`config.mk`:
```
export PLATFORM = sky130hd
export DESIGN_NAME = cordic_grad_post
export DESIGN_NICKNAME = d
export VERILOG_FILES = /design/src/rtl/cordic_pkg.sv /design/src/rtl/pix_pos_cnt.sv /design/src/rtl/cordic_grad_post.sv
export SDC_FILE = /design/constraint.sdc
export NUM_CORES = 1
export LEC_CHECK = 0
export ABC_AREA = 1
export BUFFER_PORTS_ARGS = -buffer_cell sky130_fd_sc_hd__buf_2
export CORE_ASPECT_RATIO = 1.25
export CORE_UTILIZATION = 55
export CTS_CLUSTER_DIAMETER = 200
export CTS_CLUSTER_SIZE = 8
export DETAILED_ROUTE_END_ITERATION = 10
export PLACE_DENSITY = 0.8
export RECOVER_POWER = 50
export SYNTH_ARGS = -nofsm -noshare
export SYNTH_HDL_FRONTEND = slang
export SYNTH_SLANG_ARGS = --single-unit
export TNS_END_PERCENT = 30
```
`constraint.sdc`:
```
create_clock -name clk -period 3.88 [get_ports clk]
set_input_delay 0.194 -clock clk [delete_from_list [all_inputs] [get_ports clk]]
set_output_delay 0.194 -clock clk [all_outputs]
set_load 0.005 [all_outputs]
```
`src/rtl/cordic_pkg.sv`:
```
// -----------------------------------------------------------------------------
// cordic_pkg
// Shared definitions for the Canny gradient CORDIC chain.
//   ANGLE_W   : width of the accumulated CORDIC angle (2^32 = 360 degrees)
//   ANG_22_5  : 22.5 degrees in angle units, half of one NMS direction bin
//   ANG_180   : 180 degrees in angle units; it is also the MSB of the angle word
//   dir_t     : 2-bit non-maximum-suppression direction code
// -----------------------------------------------------------------------------
package cordic_pkg;

   localparam int ANGLE_W = 32;

   localparam logic [ANGLE_W-1:0] ANG_22_5 = 32'h1000_0000;
   localparam logic [ANGLE_W-1:0] ANG_180  = 32'h8000_0000;

   typedef enum logic [1:0] {
      DIR_0   = 2'd0,
      DIR_45  = 2'd1,
      DIR_90  = 2'd2,
      DIR_135 = 2'd3
   } dir_t;

endpackage

```
`src/rtl/pix_pos_cnt.sv`:
```
// -----------------------------------------------------------------------------
// pix_pos_cnt
// Column/row position tracker for a raster-scanned frame, with start-of-frame
// resynchronisation. The flags describe the pixel presented this cycle and are
// combinational from the counter state and sof_in.
//   clk, rst   : clock and synchronous active-high reset (counters -> 0,0)
//   valid_in   : a pixel is presented this cycle; counters advance only then
//   sof_in     : the presented pixel is (0,0); ignored when valid_in=0
//   border     : presented pixel lies on the first/last row or column
//   eof        : presented pixel is the last pixel of the frame
// -----------------------------------------------------------------------------
module pix_pos_cnt #(
   parameter int IMG_W = 640,
   parameter int IMG_H = 480
) (
   input  logic clk,
   input  logic rst,
   input  logic valid_in,
   input  logic sof_in,
   output logic border,
   output logic eof
);

   localparam int COL_W = (IMG_W > 1) ? $clog2(IMG_W) : 1;
   localparam int ROW_W = (IMG_H > 1) ? $clog2(IMG_H) : 1;

   localparam logic [COL_W-1:0] COL_LAST = COL_W'(IMG_W - 1);
   localparam logic [ROW_W-1:0] ROW_LAST = ROW_W'(IMG_H - 1);

   logic [COL_W-1:0] col_r;
   logic [ROW_W-1:0] row_r;
   logic [COL_W-1:0] col_nxt_s;
   logic [ROW_W-1:0] row_nxt_s;
   logic [COL_W-1:0] cur_col_s;
   logic [ROW_W-1:0] cur_row_s;
   logic             sof_v_s;
   logic             last_col_s;
   logic             last_row_s;

   // Position of the presented pixel: a qualified sof forces (0,0) at once.
   always_comb begin
      sof_v_s   = valid_in & sof_in;
      cur_col_s = col_r;
      cur_row_s = row_r;
      if (sof_v_s) begin
         cur_col_s = {COL_W{1'b0}};
         cur_row_s = {ROW_W{1'b0}};
      end else begin
         cur_col_s = col_r;
         cur_row_s = row_r;
      end
      last_col_s = (cur_col_s == COL_LAST);
      last_row_s = (cur_row_s == ROW_LAST);
      border     = (cur_col_s == {COL_W{1'b0}}) | last_col_s |
                   (cur_row_s == {ROW_W{1'b0}}) | last_row_s;
      eof        = last_col_s & last_row_s;
   end

   // Position following the presented pixel, wrapping at line and frame end.
   always_comb begin
      col_nxt_s = col_r;
      row_nxt_s = row_r;
      if (valid_in) begin
         if (last_col_s) begin
            col_nxt_s = {COL_W{1'b0}};
            if (last_row_s) begin
               row_nxt_s = {ROW_W{1'b0}};
            end else begin
               row_nxt_s = cur_row_s + ROW_W'(1'b1);
            end
         end else begin
            col_nxt_s = cur_col_s + COL_W'(1'b1);
            row_nxt_s = cur_row_s;
         end
      end else begin
         col_nxt_s = col_r;
         row_nxt_s = row_r;
      end
   end

   // Counter state register.
   always_ff @(posedge clk) begin
      if (rst) begin
         col_r <= {COL_W{1'b0}};
         row_r <= {ROW_W{1'b0}};
      end else begin
         col_r <= col_nxt_s;
         row_r <= row_nxt_s;
      end
   end

endmodule

```
`src/rtl/cordic_grad_post.sv`:
```
// -----------------------------------------------------------------------------
// cordic_grad_post
// Output stage of the Canny gradient CORDIC chain. Turns the vectored x and the
// accumulated angle of the last CORDIC stage into a gain-compensated magnitude,
// a 2-bit NMS direction and frame position flags. Border pixels get a zero
// magnitude so that NMS never looks outside the image. Two-cycle latency.
//   clk, rst    : clock and synchronous active-high reset
//   valid_in    : x_in/rot_in/sof_in carry a pixel
//   sof_in      : first pixel of a frame (qualified by valid_in)
//   x_in        : signed vectored x (magnitude times CORDIC gain)
//   rot_in      : accumulated angle, 2^32 = 360 degrees
//   valid_out   : outputs carry a pixel (valid_in delayed by two cycles)
//   mag_out     : compensated magnitude, 0 on border pixels
//   dir_out     : 0=0, 1=45, 2=90, 3=135 degrees
//   border_out  : pixel is on the first/last row or column
//   eof_out     : pixel is the last pixel of the frame
// Data outputs hold their previous value while valid_out is low.
// -----------------------------------------------------------------------------
module cordic_grad_post
   import cordic_pkg::*;
#(
   parameter int DATA_WIDTH_IN = 11,
   parameter int MAG_WIDTH     = DATA_WIDTH_IN - 1,
   parameter int IMG_W         = 640,
   parameter int IMG_H         = 480
) (
   input  logic                            clk,
   input  logic                            rst,
   input  logic                            valid_in,
   input  logic                            sof_in,
   input  logic signed [DATA_WIDTH_IN-1:0] x_in,
   input  logic        [ANGLE_W-1:0]       rot_in,
   output logic                            valid_out,
   output logic        [MAG_WIDTH-1:0]     mag_out,
   output logic        [1:0]               dir_out,
   output logic                            border_out,
   output logic                            eof_out
);

   logic [DATA_WIDTH_IN:0] xp_s;
   logic [MAG_WIDTH-1:0]   mag_s;
   dir_t                   dir_s;
   logic                   border_s;
   logic                   eof_s;

   logic                   vld1_r;
   logic [MAG_WIDTH-1:0]   mag1_r;
   dir_t                   dir1_r;
   logic                   border1_r;
   logic                   eof1_r;

   pix_pos_cnt #(
      .IMG_W (IMG_W),
      .IMG_H (IMG_H)
   ) u_pix_pos_cnt (
      .clk      (clk),
      .rst      (rst),
      .valid_in (valid_in),
      .sof_in   (sof_in),
      .border   (border_s),
      .eof      (eof_s)
   );

   // Negative x is clamped to zero, then scaled by ~0.60742 with four floored
   // shift terms. The result never exceeds xp, so truncation cannot overflow.
   always_comb begin
      xp_s = {(DATA_WIDTH_IN+1){1'b0}};
      if (x_in[DATA_WIDTH_IN-1]) begin
         xp_s = {(DATA_WIDTH_IN+1){1'b0}};
      end else begin
         xp_s = {1'b0, x_in};
      end
      mag_s = MAG_WIDTH'((xp_s >> 4'd1) + (xp_s >> 4'd3)
                       - (xp_s >> 4'd6) - (xp_s >> 4'd9));
   end

   // Direction modulo 180 degrees: dropping the MSB folds the angle into one
   // half-turn, adding 22.5 degrees centres the bins, and bits [30:29] of the
   // sum pick the 45-degree bin (boundary values land in the higher bin).
   always_comb begin
      dir_s = dir_t'(2'(((rot_in & ~ANG_180) + ANG_22_5) >> 5'd29));
   end

   // Stage 1: register magnitude, direction and position flags of each pixel.
   always_ff @(posedge clk) begin
      if (rst) begin
         vld1_r    <= 1'b0;
         mag1_r    <= {MAG_WIDTH{1'b0}};
         dir1_r    <= DIR_0;
         border1_r <= 1'b0;
         eof1_r    <= 1'b0;
      end else begin
         vld1_r <= valid_in;
         if (valid_in) begin
            mag1_r    <= mag_s;
            dir1_r    <= dir_s;
            border1_r <= border_s;
            eof1_r    <= eof_s;
         end
      end
   end

   // Stage 2: apply the border mask and register the outputs; data holds on
   // bubbles so downstream sees stable values when valid_out is low.
   always_ff @(posedge clk) begin
      if (rst) begin
         valid_out  <= 1'b0;
         mag_out    <= {MAG_WIDTH{1'b0}};
         dir_out    <= 2'd0;
         border_out <= 1'b0;
         eof_out    <= 1'b0;
      end else begin
         valid_out <= vld1_r;
         if (vld1_r) begin
            mag_out    <= border1_r ? {MAG_WIDTH{1'b0}} : mag1_r;
            dir_out    <= dir1_r;
            border_out <= border1_r;
            eof_out    <= eof1_r;
         end
      end
   end

endmodule

```
=== Yosys cells after proc, flatten, opt, wreduce, memory -nomap -nowiden ===
Cells that the tools add are included.
Widths: inputs -> output; s select.

* Bits in registers: 49
* Latch bits: 0
* Bits in writable memories: 0
* ROM bits: 0
* Input port bits: 47
* Output and inout bits: 15
* Word-level logic and storage cells: 34
* Memories kept: 0

* $add $sub $neg: 6
* Multipliers: 0
* Div/mod/pow operators: 0
* Order comparisons: 0
* Equal/unequal tests: 2
* Shift-type cells: 0
* Multiplexer cells: 7
* Bitwise gates (word level): 5
* Reduce and logical (&&, ||, !) cells: 2

{| class="wikitable"
|+ Operators by type and width
! operator !! number
|-
| $mux 10 || 4
|-
| $add 31x29->31 const B || 1
|-
| $mux 9 || 3
|-
| $add 10x1->10 const B || 1
|-
| $add 9x7->10 || 1
|-
| $eq 10x10->1 const B || 1
|-
| $logic_not 10->1 || 1
|-
| $sub 10x2->10 || 1
|-
| $sub 10x4->10 || 1
|-
| $add 9x1->9 const B || 1
|-
| $eq 9x9->1 const B || 1
|-
| $logic_not 9->1 || 1
|-
| $or 1x1->1 || 3
|-
| $and 1x1->1 || 2
|}

=== Logic depth before layout (Yosys ltp) ===
Gate-level depths: netlist (run 1).

* Depth after elaboration: 6
* Depth in mapped cells: 19

=== Modules after synthesis ===
Synthesis (run 1) repeated with hierarchy kept, for this count alone.

* Cells, all modules: 481
* Area total of the unflattened synthesis: 3265.6 sq um

{| class="wikitable"
|+ Modules (own cells, without submodules)
! module !! times used !! cells each !! area an instance (sq um)
|-
| cordic_grad_post || 1 || 253 || 1798.0
|-
| pix_pos_cnt || 1 || 228 || 1467.7
|}

=== Least setup slack after synthesis (run 1) ===
No wires, ideal clock.

* Path type: input to register
* From: input port x_in[9]
* To: register mag1_r[6]
* Setup time: 0.115 ns
* Arrival: 2.728 ns
* Path slack: 1.037 ns
* Stages: 18
* Path through: inv_1 nor2_1 nor2_1 a21oi_1 ha_1 inv_1 fa_1 nor2_1 inv_1 fa_1 o21ai_0 nand2_1 nor2_1 nor2_1 nand2_1 nand2_1 o21ai_0 inv_1

* Longest elaborated chain between the ends: 4

{| class="wikitable"
|+ Ends and longest elaborated chain
! element !! RTL line !! text
|-
| start: declaration || cordic_grad_post.sv:31 || <nowiki>input logic signed [DATA_WIDTH_IN-1:0] x_in,</nowiki>
|-
| $mux 10 (*) || cordic_grad_post.sv:68 || <nowiki>if (x_in[DATA_WIDTH_IN-1]) begin</nowiki>
|-
| $add 9x7->10 || cordic_grad_post.sv:73 || <nowiki>mag_s = MAG_WIDTH'((xp_s >> 4'd1) + (xp_s >> 4'd3)</nowiki>
|-
| $sub 10x4->10 || cordic_grad_post.sv:74 || <nowiki>- (xp_s >> 4'd6) - (xp_s >> 4'd9));</nowiki>
|-
| $sub 10x2->10 (*) || cordic_grad_post.sv:74 ||
|-
| end signal: assignment || cordic_grad_post.sv:88 || <nowiki>mag1_r <= {MAG_WIDTH{1'b0}};</nowiki>
|-
| end signal: assignment || cordic_grad_post.sv:95 || <nowiki>mag1_r <= mag_s;</nowiki>
|-
| end: declaration || cordic_grad_post.sv:47 || <nowiki>logic [MAG_WIDTH-1:0] mag1_r;</nowiki>
|}

Every way passes the cells marked *; elsewhere a longest branch is shown, timed or not.
A chain may end at the register's enable or synchronous reset.

=== Worst setup path after layout (run 1) ===
* From: input port x_in[10]
* To: register mag1_r[6]

Same word-level chain as after synthesis.

==> results of run 1 <==
==> worst paths after layout <==
kind / cells after the start / endpoint / slack [ns] / start
max: 18 / mag1_r[6] / 0.83 / x_in[10]
min reg2reg: 2 / mag_out[8] / 0.46 / mag_out[8]
min: 4 / dir1_r[1] / 0.22 / rot_in[30]
max reg2reg: 10 / u_pix_pos_cnt.row_r[7] / 2.00 / u_pix_pos_cnt.row_r[1]
==> final cells by class <==
type	count	area, µm²
clock inverter	3	28.8
fill	493	1900
multi-input combinational	322	1690
inverter	60	225
timing repair buffer	31	143
tap	62	77.6
clock buffer	5	68.8
sequential	49	981
==> metal layers <==
layer / global-route usage, % / vias up / wire, µm
met5: 0 / - / 0
met4: 8.32 / 0 / 114
met2: 44.0 / 45 / 3140
met3: 4.23 / 9 / 197
li1: - / 1452 / -
met1: 25.3 / 1244 / 2580
==> cell usage in the layout (no fill, tap or decap), types with 2 or more instances in the layout <==
cell,synthesis,layout
dfxtp_1,49,49
nand3_1,23,23
or2_2,2,2
nand2_2,2,2
clkbuf_8,0,5
inv_2,3,3
buf_2,1,21
fa_1,5,5
inv_6,0,2
inv_1,57,57
clkbuf_1,10,10
ha_1,17,17
nand4_1,5,5
nor2_4,2,2
a21oi_1,38,38
nand2_1,109,109
o21ai_1,2,2
xor2_1,7,7
nor3_1,2,2
o21ai_0,29,29
nor2_1,66,66
nand3b_1,3,3
==> power by group through the flow <==
stage	sequential, mW	combinational [mW]	clock, mW
after floorplan	0.549	0.178	0
after global placement	0.550	0.226	0
after detailed placement	0.551	0.234	0
after CTS	0.539	0.235	0.336
after global routing	0.542	0.272	0.351
final	0.539	0.232	0.324
==> cells in the mapped netlist, types with 3 or more instances <==
cell | instances | area, µm²
a21oi_1 | 38 | 190
clkbuf_1 | 10 | 37.5
dfxtp_1 | 49 | 981
fa_1 | 5 | 100
ha_1 | 17 | 213
inv_1 | 57 | 214
inv_2 | 3 | 11.3
nand2_1 | 109 | 409
nand3_1 | 23 | 115
nand3b_1 | 3 | 22.5
nand4_1 | 5 | 31.3
nor2_1 | 66 | 248
o21ai_0 | 29 | 145
xor2_1 | 7 | 61.3
==> kinds of logic after synthesis <==
kind of cell	synth area share [%]
xor+xnor	2.37
compound gates	12.9
buf+inv	9.45
simple gates	31.5
flops	33.2
fa+ha+maj	10.6
==> sequential cells by signal, indices dropped and copies added, names as in the netlist <==
register,count
mag1_r,10
u_pix_pos_cnt.col_r,10
mag_out,10
dir_out,2
dir1_r,2
eof1_r,1
eof_out,1
u_pix_pos_cnt.row_r,9
border_out,1
border1_r,1
valid_out,1
vld1_r,1
==> through the flow <==
| step | instances | setup slack, ns |
|---|---|---|
| after floorplan | 444 | 1.04 |
| after global placement | 524 | 0.556 |
| after detailed placement | 524 | 0.517 |
| after CTS | 532 | 0.853 |
| after global routing | 532 | 0.594 |
| final | 532 | 0.832 |
==> worst max-delay path, cell delays in order <==
cell and delay, ns:
buf_2 0.13, nor2_1 0.27, nor2_1 0.11, a21oi_1 0.14
ha_1 0.27, inv_1 0.08, fa_1 0.41, nor2_1 0.19
inv_1 0.08, fa_1 0.40, o21ai_0 0.34, nand2_1 0.12
nor2_1 0.14, nor2_1 0.07, nand2_1 0.06, nand2_1 0.04
o21ai_0 0.17, inv_1 0.05
==> flow_summary.yaml, run 1 <==
global_route:
  grt_remaining_overflow: 0
  grt_pass1_wl_mm: 10.5
  first_global_vias: 2594
  antenna_found_initial: 0
  grt_usage_pct: 23.7
  grt_start_max_net_pins: 36
logic_synthesis:
  yosys_warnings: 0
  synth_seq_cells: 49
  synthFlopType: "dfxtp_1"
  syn-num-nets: 513
  yosysUniqueCellTypes: 32
  async_flop_share_pct: 0
  syn_area_um2: 2950
  synth_area_per_cell_um2: 6.65
  netlist_instances: 444
  ys_seq_area_share_pct: 33.2
  synth-edff-count: 0
clock_network:
  post_cts_buffers: 0
  cts_resized: 0
  clock_path_buffers: 2
  root_buffer: "clkbuf_8"
  clock-sinks: 49
  cts_buffers: 5
  worstSkewPairLatency_ns: 0.31
  cts_hold_buf: 0
  cts_tree: "built"
  cts_max_level: 2
  path_clk_slew_ns: 0.10
floorplanning:
  die_y_um: 83.9
  die_w_um: 67.5
  num_rows: 29
  io_pins: 62
  dieArea_um2: 5670
  start_util_pct: 57.7
  core-area_um2: 5120
placement:
  dp_hpwl_mm: 4.41
  routabilityCongestion: 0.829
  place_area_um2: 3130
  io_buffers: 31
timing:
  timing.hold.ws_ns: 0.219
  finalCriticalPeriod_ns: 3.05
  hold_viol: 0
  worstMarginPinSlew_ns: 1.51
  slew_headroom_pct: -0.707
  rsz0062_at_grt: "no"
  max_freq_mhz: 328
  finalSetupViolCount: 0
  finalCritPeriodShare_pct: 78.6
  setup_tns_ns: 0
  finClkSkew_ns: 0.00841
  slew_violations: 36
route:
  ant_nets: 0
  drt_iter0_markers: 178
  via_per_inst: 5.17
  vias: 2750
  routed_wirelength_mm: 6.03
  wire_per_inst_um: 11.3
  first_pass_iters: 5
  route.detailed.drc: 0
layout:
  num_antenna_cells: 0
  layout-drive-gt1-share_pct: 8.94
  syn_to_final_growth_pct: 8.94
  design_area_um2: 3220
  nNetsFinal: 538
  final_util_pct: 62.9
pwr:
  sw_frac_of_total_pct: 31.4
  ir_worst_vdd_uv: 202
  p_seq_share_pct: 49.2
  report.power.total_mw: 1.10
  power.clock.fraction_pct: 29.6
  p_int_uw: 752
  pwr-share-comb_pct: 21.2
  p_sw_uw: 344
  p_leak_nw: 1.49
  power.density_nw_per_um2: 341
status:
  status: "finished with violations"
  violations: "max-capacitance violations, max-slew violations"
setup_path:
  cp-start-kind: "primary input"
  critPathMaxFanout: 5
  crit_required_ns: 4.09
  critPathArrivalTime_ns: 3.26
  path_class: "primary input to register"
  crit_path_end_kind: "register"
min_path:
  hold_class: "primary input to register"
job:
  maxCapViolCount: 1
No activity file was read; power rests on OpenSTA's default activity.
==> run 2: changes to the inputs <==
--- a/config.mk
+++ b/config.mk
@@ -5,14 +5,14 @@
 export SDC_FILE = /design/constraint.sdc
 export NUM_CORES = 1
 export LEC_CHECK = 0
-export ABC_AREA = 1
+export ABC_AREA = 0
 export BUFFER_PORTS_ARGS = -buffer_cell sky130_fd_sc_hd__buf_2
 export CORE_ASPECT_RATIO = 1.25
-export CORE_UTILIZATION = 55
+export CORE_UTILIZATION = 50
 export CTS_CLUSTER_DIAMETER = 200
 export CTS_CLUSTER_SIZE = 8
 export DETAILED_ROUTE_END_ITERATION = 10
-export PLACE_DENSITY = 0.8
+export PLACE_DENSITY = 0.77
 export RECOVER_POWER = 50
 export SYNTH_ARGS = -nofsm -noshare
 export SYNTH_HDL_FRONTEND = slang
==> constraint.sdc (replaced) <==
create_clock -name clk -period 2.65 [get_ports clk]
set_input_delay 0.1325 -clock clk [delete_from_list [all_inputs] [get_ports clk]]
set_output_delay 0.1325 -clock clk [all_outputs]
set_load 0.005 [all_outputs]
==> run 2 against run 1 <==
  * The flow now finishes without violations
  * Sequential share of layout area fell by 2.3 points
  * Combinational power is 95% higher
  * Via count increased by 5.2%
  * Clock-buffer cell count increased by 1
  * Synthesized area rose by 1.1%
  * Setup slack worse by 0.73 ns
  * Clock power grew 38%
  * Sequential power increased by 47%
==> flow_summary.yaml, run 2 <==
status:
  status: "finished, final reports clean"
logic_synthesis:
  synthFlopType: "dfxtp_1"
  synth_area_leaders: "dfxtp_1 (33%), ha_1 (7.1%), a21oi_1 (5.4%), nor2_1 (4.7%), nand2_1 (4.4%)"
  yosys_warnings: 0
  synth_commonest_cells: "dfxtp_1 (49), nor2_1 (37), nand2_1 (35), a21oi_1 (32), inv_1 (32)"
  synth-edff-count: 0
  synth_top_area_share_pct: 32.9
  yosysTopAreaCell: "dfxtp_1"
  syn-num-nets: 449
  async_flop_share_pct: 0
  yosysUniqueCellTypes: 54
  netlist_instances: 380
  synth_seq_cells: 49
  syn_area_um2: 2980
  ys_seq_area_share_pct: 32.9
  synth_area_per_cell_um2: 7.85
  post-synth-top-count-cell: "dfxtp_1"
global_route:
  use_met3_pct: 3.42
  grt_start_max_net_pins: 27
  first_global_vias: 2678
  grt_util_met1_pct: 27.6
  grt_usage_pct: 23.8
  grt_pass1_wl_mm: 11.8
  grt.busiest_layer: "met2"
  grt_remaining_overflow: 0
  grt_util_met2_pct: 43.4
  antenna_found_initial: 0
clock_network:
  cts_buffers: 5
  worstSkewPairLatency_ns: 0.30
  root_buffer: "clkbuf_8"
  clock_path_buffers: 2
  cts_max_level: 2
  cts_tree: "built"
  path_clk_slew_ns: 0.10
  cts_resized: 0
  clock-sinks: 49
floorplanning:
  die_y_um: 88.4
  io_pins: 62
  num_rows: 31
  die_w_um: 71.1
  start_util_pct: 51.6
  dieArea_um2: 6280
  core-area_um2: 5780
layout:
  layout_commonest_cell: "dfxtp_1"
  fill_cells: 539
  top_regs: "mag1_r (10), mag_out (10), u_pix_pos_cnt.col_r (10)"
  num_antenna_cells: 0
  syn_to_final_growth_pct: 16.5
  layout-drive-gt1-share_pct: 14.7
  nNetsFinal: 502
  layout_common_cells: "dfxtp_1 (49), nor2_1 (37), nand2_1 (35)"
timing:
  finClkSkew_ns: 0.00776
  finalCriticalPeriod_ns: 2.55
  timing.hold.ws_ns: 0.116
  max_freq_mhz: 393
  worstMarginPinSlew_ns: 0.925
  finalCritPeriodShare_pct: 96.1
  slew_headroom_pct: 38.3
  finalSetupViolCount: 0
  slew_violations: 0
  hold_viol: 0
setup_path:
  r2r_cells: 7
  path_class: "primary input to register"
  crit_path_end_kind: "register"
  critPathMaxFanout: 5
  cp-start-kind: "primary input"
  crit_required_ns: 2.83
  critPathArrivalTime_ns: 2.73
placement:
  dp_hpwl_mm: 5.25
  routabilityCongestion: 0.877
  io_buffers: 31
pwr:
  p_leak_nw: 1.45
  report.power.total_mw: 1.69
  ir_worst_vdd_uv: 261
  power.density_nw_per_um2: 486
route:
  wire_per_inst_um: 14.0
  routed_wirelength_mm: 7.01
  ant_nets: 0
  via_per_inst: 5.79
  route.detailed.drc: 0
  drt_iter0_markers: 296
  vias: 2894
  first_pass_iters: 4
job:
  maxCapViolCount: 0
min_path:
  hold_depth: 3
  hold_class: "primary input to register"
[run 2: cell count changes in the layout (fill, tap and decap cells not counted), sizes merged, moves of 6 or more]
cell / delta
a21oi: -6
buf: +25
clkbuf: +6
inv: -31
mux2i: +7
nand2: -77
nand2b: +10
nand3: -13
nor2: -32
nor2b: +13
nor3: +10
o21ai: -11
[run 2: cell type report]
| class | count | area (µm²) | area share (%) |
|---|---|---|---|
| Multi-Input combinational cell | 283 | 1840 | 53.0 |
| Sequential cell | 49 | 981 | 28.2 |
| Timing Repair Buffer | 61 | 358 | 10.3 |
| Inverter | 33 | 124 | 3.56 |
| Tap cell | 66 | 82.6 | 2.38 |
| Clock buffer | 6 | 72.6 | 2.09 |
| Clock inverter | 2 | 15.0 | 0.432 |
[run 2: report_power, final]
part,leakage (nW),internal (mW),switching (mW)
logic,1.02,0.217,0.235
registers,0.399,0.772,0.0190
clock network,0.0374,0.187,0.259
[run 2: critical path: stages]
cell and delay, ns:
buf_2 0.11, buf_4 0.15, nand2b_1 0.13, inv_1 0.08
ha_1 0.32, fa_1 0.54, inv_1 0.04, ha_1 0.32
a21oi_1 0.11, o31a_1 0.29, o41ai_1 0.38, nand3_1 0.11
[run 2: logic make-up after synthesis]
family | after synthesis | synth area share, %
mux | 7 | 2.35
flops | 49 | 32.9
xor+xnor | 6 | 1.76
fa+ha+maj | 22 | 10.5
simple gates | 161 | 28.0
compound gates | 87 | 18.5
buf+inv | 48 | 6.08
[run 2: per-layer routing]
layer | up-vias | part of all wire, %
li1 | 1448 | -
met3 | 16 | 3.1
met2 | 68 | 51
met4 | 0 | 2.3
met1 | 1362 | 43
met5 | - | 0
[run 2: per-stage QoR]
stage / utilization (%) / cell area, µm² / cells / TNS, ns / worst slack [ns]
floorplan: - / 3010 / 380 / -0.0751 / -0.0750
global placement: 58.9 / 3400 / 491 / -0.592 / -0.210
detailed placement: 58.9 / 3400 / 491 / -0.973 / -0.223
CTS: 60.4 / 3490 / 499 / 0 / 0.103
global route: 60.1 / 3480 / 500 / -0.000711 / -0.000711
finish: 60.1 / 3480 / 500 / 0 / 0.103
[run 2: worst paths after layout]
kind | startpoint | endpoint | slack [ns]
worst max-delay path | x_in[9] | mag1_r[9] | 0.10
worst min-delay path | rot_in[30] | dir1_r[1] | 0.12
worst max register to register | u_pix_pos_cnt.col_r[0] | u_pix_pos_cnt.row_r[7] | 0.35
worst min register to register | mag1_r[4] | mag1_r[4] | 0.46
[run 2: what timing repair did]
| action | CTS | global route |
|---|---|---|
| endpoints found under the setup margin | 0 | 2 |
| hold buffers | 0 | 0 |
| buffers inserted | 0 | 1 |
